**src/rtl/zjh_vote_ctrl.sv**
```systemverilog
// -----------------------------------------------------------------------------
// zjh_vote_ctrl
//   Sequencer for a three-judge 2-of-3 majority voter. A round opens on start.
//   The block then collects one vote per judge, computes the majority decision
//   and the yes-count, and presents the result for HOLD_CYC cycles. It also
//   keeps wrapping counters of completed and passed rounds.
//
// Parameters
//   CNT_W        width of round_cnt / pass_cnt
//   HOLD_CYC     cycles result_vld stays high (>= 1)
//   TIMEOUT_CYC  COLLECT cycle limit (>= 2), used only with VOTE_TIMEOUT_EN
//
// Optional feature
//   VOTE_TIMEOUT_EN  when defined, a COLLECT timer closes a round that has not
//                    received all votes after TIMEOUT_CYC cycles. Judges that
//                    have not voted count as no. When undefined, COLLECT waits
//                    indefinitely and timeout is tied low.
//
// Ports
//   clk         in   system clock, rising edge
//   rst         in   asynchronous reset, active-high
//   start       in   open a round (sampled only in IDLE)
//   vote_vld    in   [2:0] per-judge vote strobe
//   vote_yes    in   [2:0] per-judge vote value, qualified by vote_vld
//   busy        out  round in progress (COLLECT/DECIDE/SHOW)
//   voted       out  [2:0] judges whose vote is latched this round
//   result_vld  out  result window active
//   pass        out  majority decision of the last completed round
//   tally       out  [1:0] yes votes of the last completed round
//   timeout     out  last round closed by timeout
//   round_cnt   out  [CNT_W-1:0] completed rounds (wrapping)
//   pass_cnt    out  [CNT_W-1:0] passed rounds (wrapping)
// -----------------------------------------------------------------------------
module zjh_vote_ctrl #(
  parameter int CNT_W       = 8,
  parameter int HOLD_CYC    = 4,
  parameter int TIMEOUT_CYC = 255
) (
  input  logic             clk,
  input  logic             rst,
  input  logic             start,
  input  logic [2:0]       vote_vld,
  input  logic [2:0]       vote_yes,
  output logic             busy,
  output logic [2:0]       voted,
  output logic             result_vld,
  output logic             pass,
  output logic [1:0]       tally,
  output logic             timeout,
  output logic [CNT_W-1:0] round_cnt,
  output logic [CNT_W-1:0] pass_cnt
);

  localparam int HOLD_W = (HOLD_CYC > 1) ? $clog2(HOLD_CYC) : 1;

  typedef enum logic [1:0] {
    ST_IDLE    = 2'd0,
    ST_COLLECT = 2'd1,
    ST_DECIDE  = 2'd2,
    ST_SHOW    = 2'd3
  } state_t;

  // Reject illegal parameterisations at elaboration time.
  if (HOLD_CYC < 1 || TIMEOUT_CYC < 2) begin : g_param_err
    $error("zjh_vote_ctrl: HOLD_CYC must be >= 1 and TIMEOUT_CYC >= 2");
  end

  // 2-of-3 majority of the latched yes bits.
  function automatic logic majority3(input logic [2:0] v);
    return (v[0] & v[1]) | (v[0] & v[2]) | (v[1] & v[2]);
  endfunction

  // Number of yes bits (0..3).
  function automatic logic [1:0] yes_count(input logic [2:0] v);
    return {1'b0, v[0]} + {1'b0, v[1]} + {1'b0, v[2]};
  endfunction

  state_t            state_r;
  logic [2:0]        yes_r;
  logic [HOLD_W-1:0] hold_r;

  // Only judges that have not voted yet may latch a value: first vote wins.
  logic [2:0] new_votes_s;
  logic [2:0] voted_nxt_s;
  logic [2:0] yes_nxt_s;

  assign new_votes_s = vote_vld & ~voted;
  assign voted_nxt_s = voted | new_votes_s;
  assign yes_nxt_s   = (yes_r & ~new_votes_s) | (vote_yes & new_votes_s);

`ifdef VOTE_TIMEOUT_EN
  localparam int TMR_W = $clog2(TIMEOUT_CYC);

  logic [TMR_W-1:0] timer_r;
  logic             timed_out_r;
`else
  assign timeout = 1'b0;
`endif

  // Round sequencer: state, latched votes, result and statistics registers.
  always_ff @(posedge clk or posedge rst) begin
    if (rst) begin
      state_r    <= ST_IDLE;
      yes_r      <= 3'b000;
      hold_r     <= '0;
      busy       <= 1'b0;
      voted      <= 3'b000;
      result_vld <= 1'b0;
      pass       <= 1'b0;
      tally      <= 2'd0;
      round_cnt  <= '0;
      pass_cnt   <= '0;
`ifdef VOTE_TIMEOUT_EN
      timer_r     <= '0;
      timed_out_r <= 1'b0;
      timeout     <= 1'b0;
`endif
    end else begin
      case (state_r)
        ST_IDLE: begin
          if (start) begin
            // Open a fresh round; previous votes must never leak into it.
            state_r <= ST_COLLECT;
            busy    <= 1'b1;
            voted   <= 3'b000;
            yes_r   <= 3'b000;
`ifdef VOTE_TIMEOUT_EN
            timer_r     <= '0;
            timed_out_r <= 1'b0;
`endif
          end else begin
            state_r <= ST_IDLE;
          end
        end

        ST_COLLECT: begin
          voted <= voted_nxt_s;
          yes_r <= yes_nxt_s;
          // A completing vote wins over a timer expiring in the same cycle.
          if (voted_nxt_s == 3'b111) begin
            state_r <= ST_DECIDE;
`ifdef VOTE_TIMEOUT_EN
            timed_out_r <= 1'b0;
          end else if (timer_r == TMR_W'(TIMEOUT_CYC - 1)) begin
            state_r     <= ST_DECIDE;
            timed_out_r <= 1'b1;
          end else begin
            state_r <= ST_COLLECT;
            timer_r <= timer_r + TMR_W'(1);
          end
`else
          end else begin
            state_r <= ST_COLLECT;
          end
`endif
        end

        ST_DECIDE: begin
          pass       <= majority3(yes_r);
          tally      <= yes_count(yes_r);
          round_cnt  <= round_cnt + CNT_W'(1);
          pass_cnt   <= pass_cnt + CNT_W'(majority3(yes_r));
          hold_r     <= '0;
          result_vld <= 1'b1;
          state_r    <= ST_SHOW;
`ifdef VOTE_TIMEOUT_EN
          timeout <= timed_out_r;
`endif
        end

        ST_SHOW: begin
          // start is not looked at here: no queuing of a new round.
          if (hold_r == HOLD_W'(HOLD_CYC - 1)) begin
            state_r    <= ST_IDLE;
            result_vld <= 1'b0;
            busy       <= 1'b0;
          end else begin
            hold_r <= hold_r + HOLD_W'(1);
          end
        end

        default: begin
          state_r    <= ST_IDLE;
          busy       <= 1'b0;
          result_vld <= 1'b0;
        end
      endcase
    end
  end

endmodule

```
**config.mk**
```make
export PLATFORM = sky130hd
export DESIGN_NAME = zjh_vote_ctrl
export DESIGN_NICKNAME = d
export VERILOG_FILES = /design/src/rtl/zjh_vote_ctrl.sv
export SDC_FILE = /design/constraint.sdc
export NUM_CORES = 1
export LEC_CHECK = 0
export BUFFER_PORTS_ARGS = -buffer_cell sky130_fd_sc_hd__buf_4
export CAP_MARGIN = 20
export CORE_UTILIZATION = 52
export CTS_CLUSTER_DIAMETER = 40
export DETAILED_ROUTE_END_ITERATION = 16
export PLACE_DENSITY = 0.78
export SYNTH_ARGS = -nofsm -noshare
export SYNTH_HDL_FRONTEND = slang
export SYNTH_SLANG_ARGS = --single-unit
export TNS_END_PERCENT = 5
```
**constraint.sdc**
```tcl
create_clock -name clk -period 1.9 [get_ports clk]
set_clock_uncertainty 0.05 [all_clocks]
set_input_delay 0.38 -clock clk [delete_from_list [all_inputs] [get_ports clk]]
set_output_delay 0.38 -clock clk [all_outputs]
set_load 0.005 [all_outputs]
```
=== Word-level counts from Yosys, hierarchy flattened ===
Index checks and enable logic that the tools add are counted.

* Reductions and logical operators: 8
* Equal/unequal tests: 8
* Add/sub/neg operators: 5
* Mux-type cells: 13
* Bitwise gates (word level): 12

{| class="wikitable"
|+ Operators with widths
! kind !! number
|-
| one-hot mux 3 bit (2 select lines) || 2
|-
| bitwise AND 3 bit || 3
|-
| adder 8 x 1 -> 8 bit || 1
|-
| adder 8 x 1 -> 8 bit, second input constant || 1
|-
| one-hot mux 2 bit (4 select lines) || 1
|-
| == test 2 bit, second input constant || 3
|-
| 2-to-1 mux 2 bit || 3
|-
| inequality test 2 bit, second input constant || 3
|-
| NOT 3 bit || 2
|-
| OR 3 bit || 2
|-
| AND reduction 2 bit || 3
|-
| nonzero test 2 bit || 3
|-
| one-hot mux 1 bit (2 select lines) || 2
|-
| one-hot mux 2 bit (2 select lines) || 1
|-
| bitwise AND 1 bit || 3
|-
| == test 3 bit, second input constant || 1
|-
| 2-to-1 mux 1 bit || 3
|-
| 2-to-1 mux 3 bit || 1
|-
| AND reduction 3 bit || 1
|-
| adder 1 x 1 -> 2 bit || 1
|-
| adder 2 x 1 -> 2 bit || 1
|-
| adder 2 x 1 -> 2 bit, second input constant || 1
|-
| == test 2 x 1 -> 1 bit, second input constant || 1
|-
| zero test 2 bit || 1
|-
| OR 1 bit || 2
|}

* Bits of input ports: 9
* Register bits after elaboration: 31
* Output and inout bits: 25
* Logic and storage cells: 56

=== Longest topological paths before layout ===
* Depth in word-level cells: 6
* Depth in mapped cells: 7
* Gate-level depth less buffers: 7

=== Least setup slack after synthesis ===
OpenSTA, ideal clock, no wires.

* Kind: register to register
* From: reg yes_r[0]
* To: reg pass_cnt[1]
* Required time: 1725 ps
* Data arrival time: 1473 ps
* Path buffers: 0
* Setup time: 125 ps
* Period minus slack after synthesis: 1647 ps
* Stages on the path, launching flop included: 7
* Slack: 253 ps
* Cell sequence: dfrtp_1 > inv_1 > fa_1 > inv_1 > ha_1 > ha_1 > mux2_2

* Cells in the longest elaborated chain, start to end: 4
* Elaborated cells between the ends (all ways): 5
* Classes of those cells: add/sub (1); bitwise (4)

{| class="wikitable"
|+ Ends and longest elaborated chain
! item !! RTL line !! source
|-
| from (decl) || 79 || <nowiki>logic [2:0] yes_r;</nowiki>
|-
| from (signal assigned) || 138 || <nowiki>yes_r <= yes_nxt_s;</nowiki>
|-
| bitwise AND 1 bit || 70 || <nowiki>return (v[0] & v[1]) | (v[0] & v[2]) | (v[1] & v[2]);</nowiki>
|-
| OR 1 bit * (2 in a row) || 70 ||
|-
| adder 8 x 1 -> 8 bit * || 162 || <nowiki>pass_cnt <= pass_cnt + CNT_W'(majority3(yes_r));</nowiki>
|-
| to (signal assigned) || 162 ||
|-
| to (decl) || 51 || <nowiki>output logic [CNT_W-1:0] pass_cnt</nowiki>
|}

Every way passes the cells marked *; elsewhere a longest branch is shown, timed or not.
A chain may end at the register's enable or synchronous reset.

=== Worst setup path after layout ===
* From: reg yes_r[0]
* To: reg pass_cnt[5]

The elaborated chain is that of the path after synthesis.

==> metrics.md <==
| Metric | Value |
|---|---|
| Status | `complete, no violations` |
| DRC viols | `0` |
| Max Cap Violations | `0` |
| Power Dens Cells | `1451 nW/um^2` |
| CP Class | `reg2reg` |
| Met1 Track Usage GR | `22.87%` |
| First-pass GRT wire length | `4133 um` |
| Worst reg-to-reg path cell count | `7` |
| Skew-Pair Late Insertion Delay | `0.33 ns` |
| Top FF cell, synth | `dfrtp_1` |
| Number of global-route vias before repair | `965` |
| Mapped Nets | `142` |
| Initial antenna violation count | `0` |
| Std cell rows | `18` |
| Die Y | `54.19 um` |
| R2R Setup Slk | `~0.10 ns` |
| Most frequent cell after synthesis | `dfrtp_1` |
| Final wirelength | `2676 um` |
| Grt met2 use | `35.98%` |
| Mean Syn Cell Area | `11.07 um^2` |
| Die area | `2937 um^2` |
| Post-CTS Setup Inserts | `0` |
| M3 GR Usage | `5.932%` |
| Initial cell density of the core | `56.15%` |
| Detailed Routing Iterations Pass 1 | `4` |
| Pre-CTS WS | `0.1240 ns` |
| Clk pwr share | `16.0%` |
| Synth top area share | `53.00%` |
| Area Overhead vs Synth | `21.73%` |
| Tcrit/Tclk final | `94.64%` |
| Layout Nets | `178` |
| Via count | `roughly 1100` |
| Max-slew violations | `0` |
| EDFF count, synth | `0` |
| Post-DP HPWL | `1903 um` |
| Sequential share of the synthesized area | `53.00%` |
| Ys async rst share | `100.0%` |
| Crit path required time | `between 2 and 2.5 ns` |
| Fmax | `556.1 MHz` |
| WP data arrival | `just under 2 ns` |
| Top Usage Layer GRT | `met2` |
| Fin crit period | `1.798 ns` |
| CTS tree | `done` |
| Via-to-Cell Ratio | `about 5.5` |
| Switching power | `~0.90 mW` |
| ANT nets after route | `0` |
| Sw Ratio | `36.05%` |
| IO Port Bufs | `32` |
| Final Hold Viols | `0` |
| Routed len/inst | `13.72 um` |
| Syn Inst Count | `128` |
| RR Endpoint | `pass_cnt[5]` |
| N_diodes | `0` |
| Critical path peak fanout | `3` |
| HP Class | `in2async` |
| Synth unique cells | `25` |
| Hold-fix buffers at CTS | `0` |
| Die span in x | `54.19 um` |
| Final setup fails | `0` |
| Gate power share | `40.4%` |
| Commonest cells post-synth | `dfrtp_1 (30), a21oi_1 (13), xnor2_1 (12)` |
| Fin Setup TNS | `0 ns` |
| Internal power | `1.600 mW` |
| CTS max path bufs | `2` |
| Total GRT Usage | `20.74%` |
| Area contributors post-synth | `dfrtp_1 (53%), xnor2_1 (7.4%), a21oi_1 (4.6%)` |
| I/O pin total | `34` |
| Post-Syn Area | `1416 um^2` |
| Total CTS buffers | `5` |
| Largest net degree at the start of global routing | `31` |
| Initial drt markers | `15` |
| Reg power frac | `43.6%` |
| Grt ovf | `0` |
| Clk root buf | `clkbuf_4` |
| CORE AREA | `2522 um^2` |
| Clock-pin slew on the worst setup and hold paths | `about 0.10 ns` |
| Sink Count | `30` |
| Synth area leader | `dfrtp_1` |
| Htree depth | `2` |
| Number of synthesized register bits | `30` |
| Gpl congestion | `0.7422` |
| RR Startpoint | `yes_r[0]` |
| Crit end category | `register` |
| Unrepaired setup endpoints after global routing | `no` |
| Maximum VDD drop | `0.0009940 V` |
| Layout cells sized above 1 | `30.91%` |
| Synth Warn # | `0` |
| Resized Gates After CTS | `0` |
| CP Launch Type | `register` |
| Layout filler cell count | `196` |
| LEAKAGE | `0.8350 nW` |
| Setup ws final | `0.1019 ns` |
-- cell usage in the layout, fill, tap and decap left out, drive strengths merged, types with 7 or more instances in the layout --
cell / synthesis / final
buf: 6 / 35
dfrtp: 30 / 30
a21oi: 13 / 13
xnor2: 12 / 12
nand4: 8 / 8
nand2: 8 / 8
o21ai: 8 / 8
nor2: 7 / 7
inv: 7 / 7
clkbuf: 0 / 7
-- sequential cells by signal (all words and copies together) (netlist names), named ones only --
signal      cells
pass_cnt        8
round_cnt       8
voted           3
yes_r           3
hold_r          2
busy            1
pass            1
result_vld      1
state_r         1
tally           1
-- power groups by stage --
stage          sequential (mW)  clock (mW)  combinational, mW
3_3_place_gp              1.09           0              0.973
5_1_grt                   1.13       0.439               1.14
4_1_cts                   1.09       0.410               1.03
2_1_floorplan             1.06           0              0.674
3_5_place_dp              1.10           0               1.03
6_report                  1.09       0.400               1.01
-- through the flow --
stage          instance area, um^2  std cells  hold slack, ns  power, mW  utilization, %
2_1_floorplan                 1416        128          0.4183      1.733               -
3_3_place_gp                  1664        187          0.4139      2.061           65.97
3_5_place_dp                  1664        187          0.4172      2.129           65.97
4_1_cts                       1724        195         0.07431      2.532           68.35
5_1_grt                       1724        195          0.1138      2.707           68.35
6_report                      1724        195         0.06389      2.502           68.35
-- worst max path at each step --
stage	endpoint	slack, ns	start
3_3_place_gp	pass_cnt[1]	0.22	yes_r[0]
3_5_place_dp	pass_cnt[5]	0.12	yes_r[0]
5_1_grt	pass_cnt[5]	0.03	yes_r[0]
4_1_cts	pass_cnt[5]	0.10	yes_r[0]
2_1_floorplan	pass_cnt[1]	0.25	yes_r[0]
6_report	pass_cnt[5]	0.10	yes_r[0]
-- cell type report --
type,count,area [um^2],share of cell area (%)
repair buffers,35,262.8,15.24
clock inverters,1,5.005,0.2903
inverters,7,26.28,1.524
well taps,30,37.54,2.177
clock buffers,7,55.05,3.193
multi-input cells,85,586.8,34.03
flip-flops and latches,30,750.7,43.54
-- worst max-delay path, cell delays in order (launching register included) --
cell     delay, ns
dfrtp_1       0.38
inv_1         0.07
fa_1          0.44
inv_1         0.07
ha_1          0.15
and3_1        0.21
nand4_1       0.16
xnor2_1       0.16
-- routing by layer --
layer | wire (um) | share of wire, %
met2 | 1332 | 50
met5 | 0 | 0
met1 | 1166 | 44
met4 | 61 | 2.3
met3 | 116 | 4.3
-- cells by family after synthesis --
group | share of synthesized area, %
muxes | 3.180
buffers and inverters | 5.565
adders and majority gates | 4.947
and+or+nand+nor | 15.02
DFF | 53.00
AOI/OAI and AO/OA | 9.983
other | 0.2648
xor gates and xnor gates | 8.039
Power figures use the tool's default switching activity.
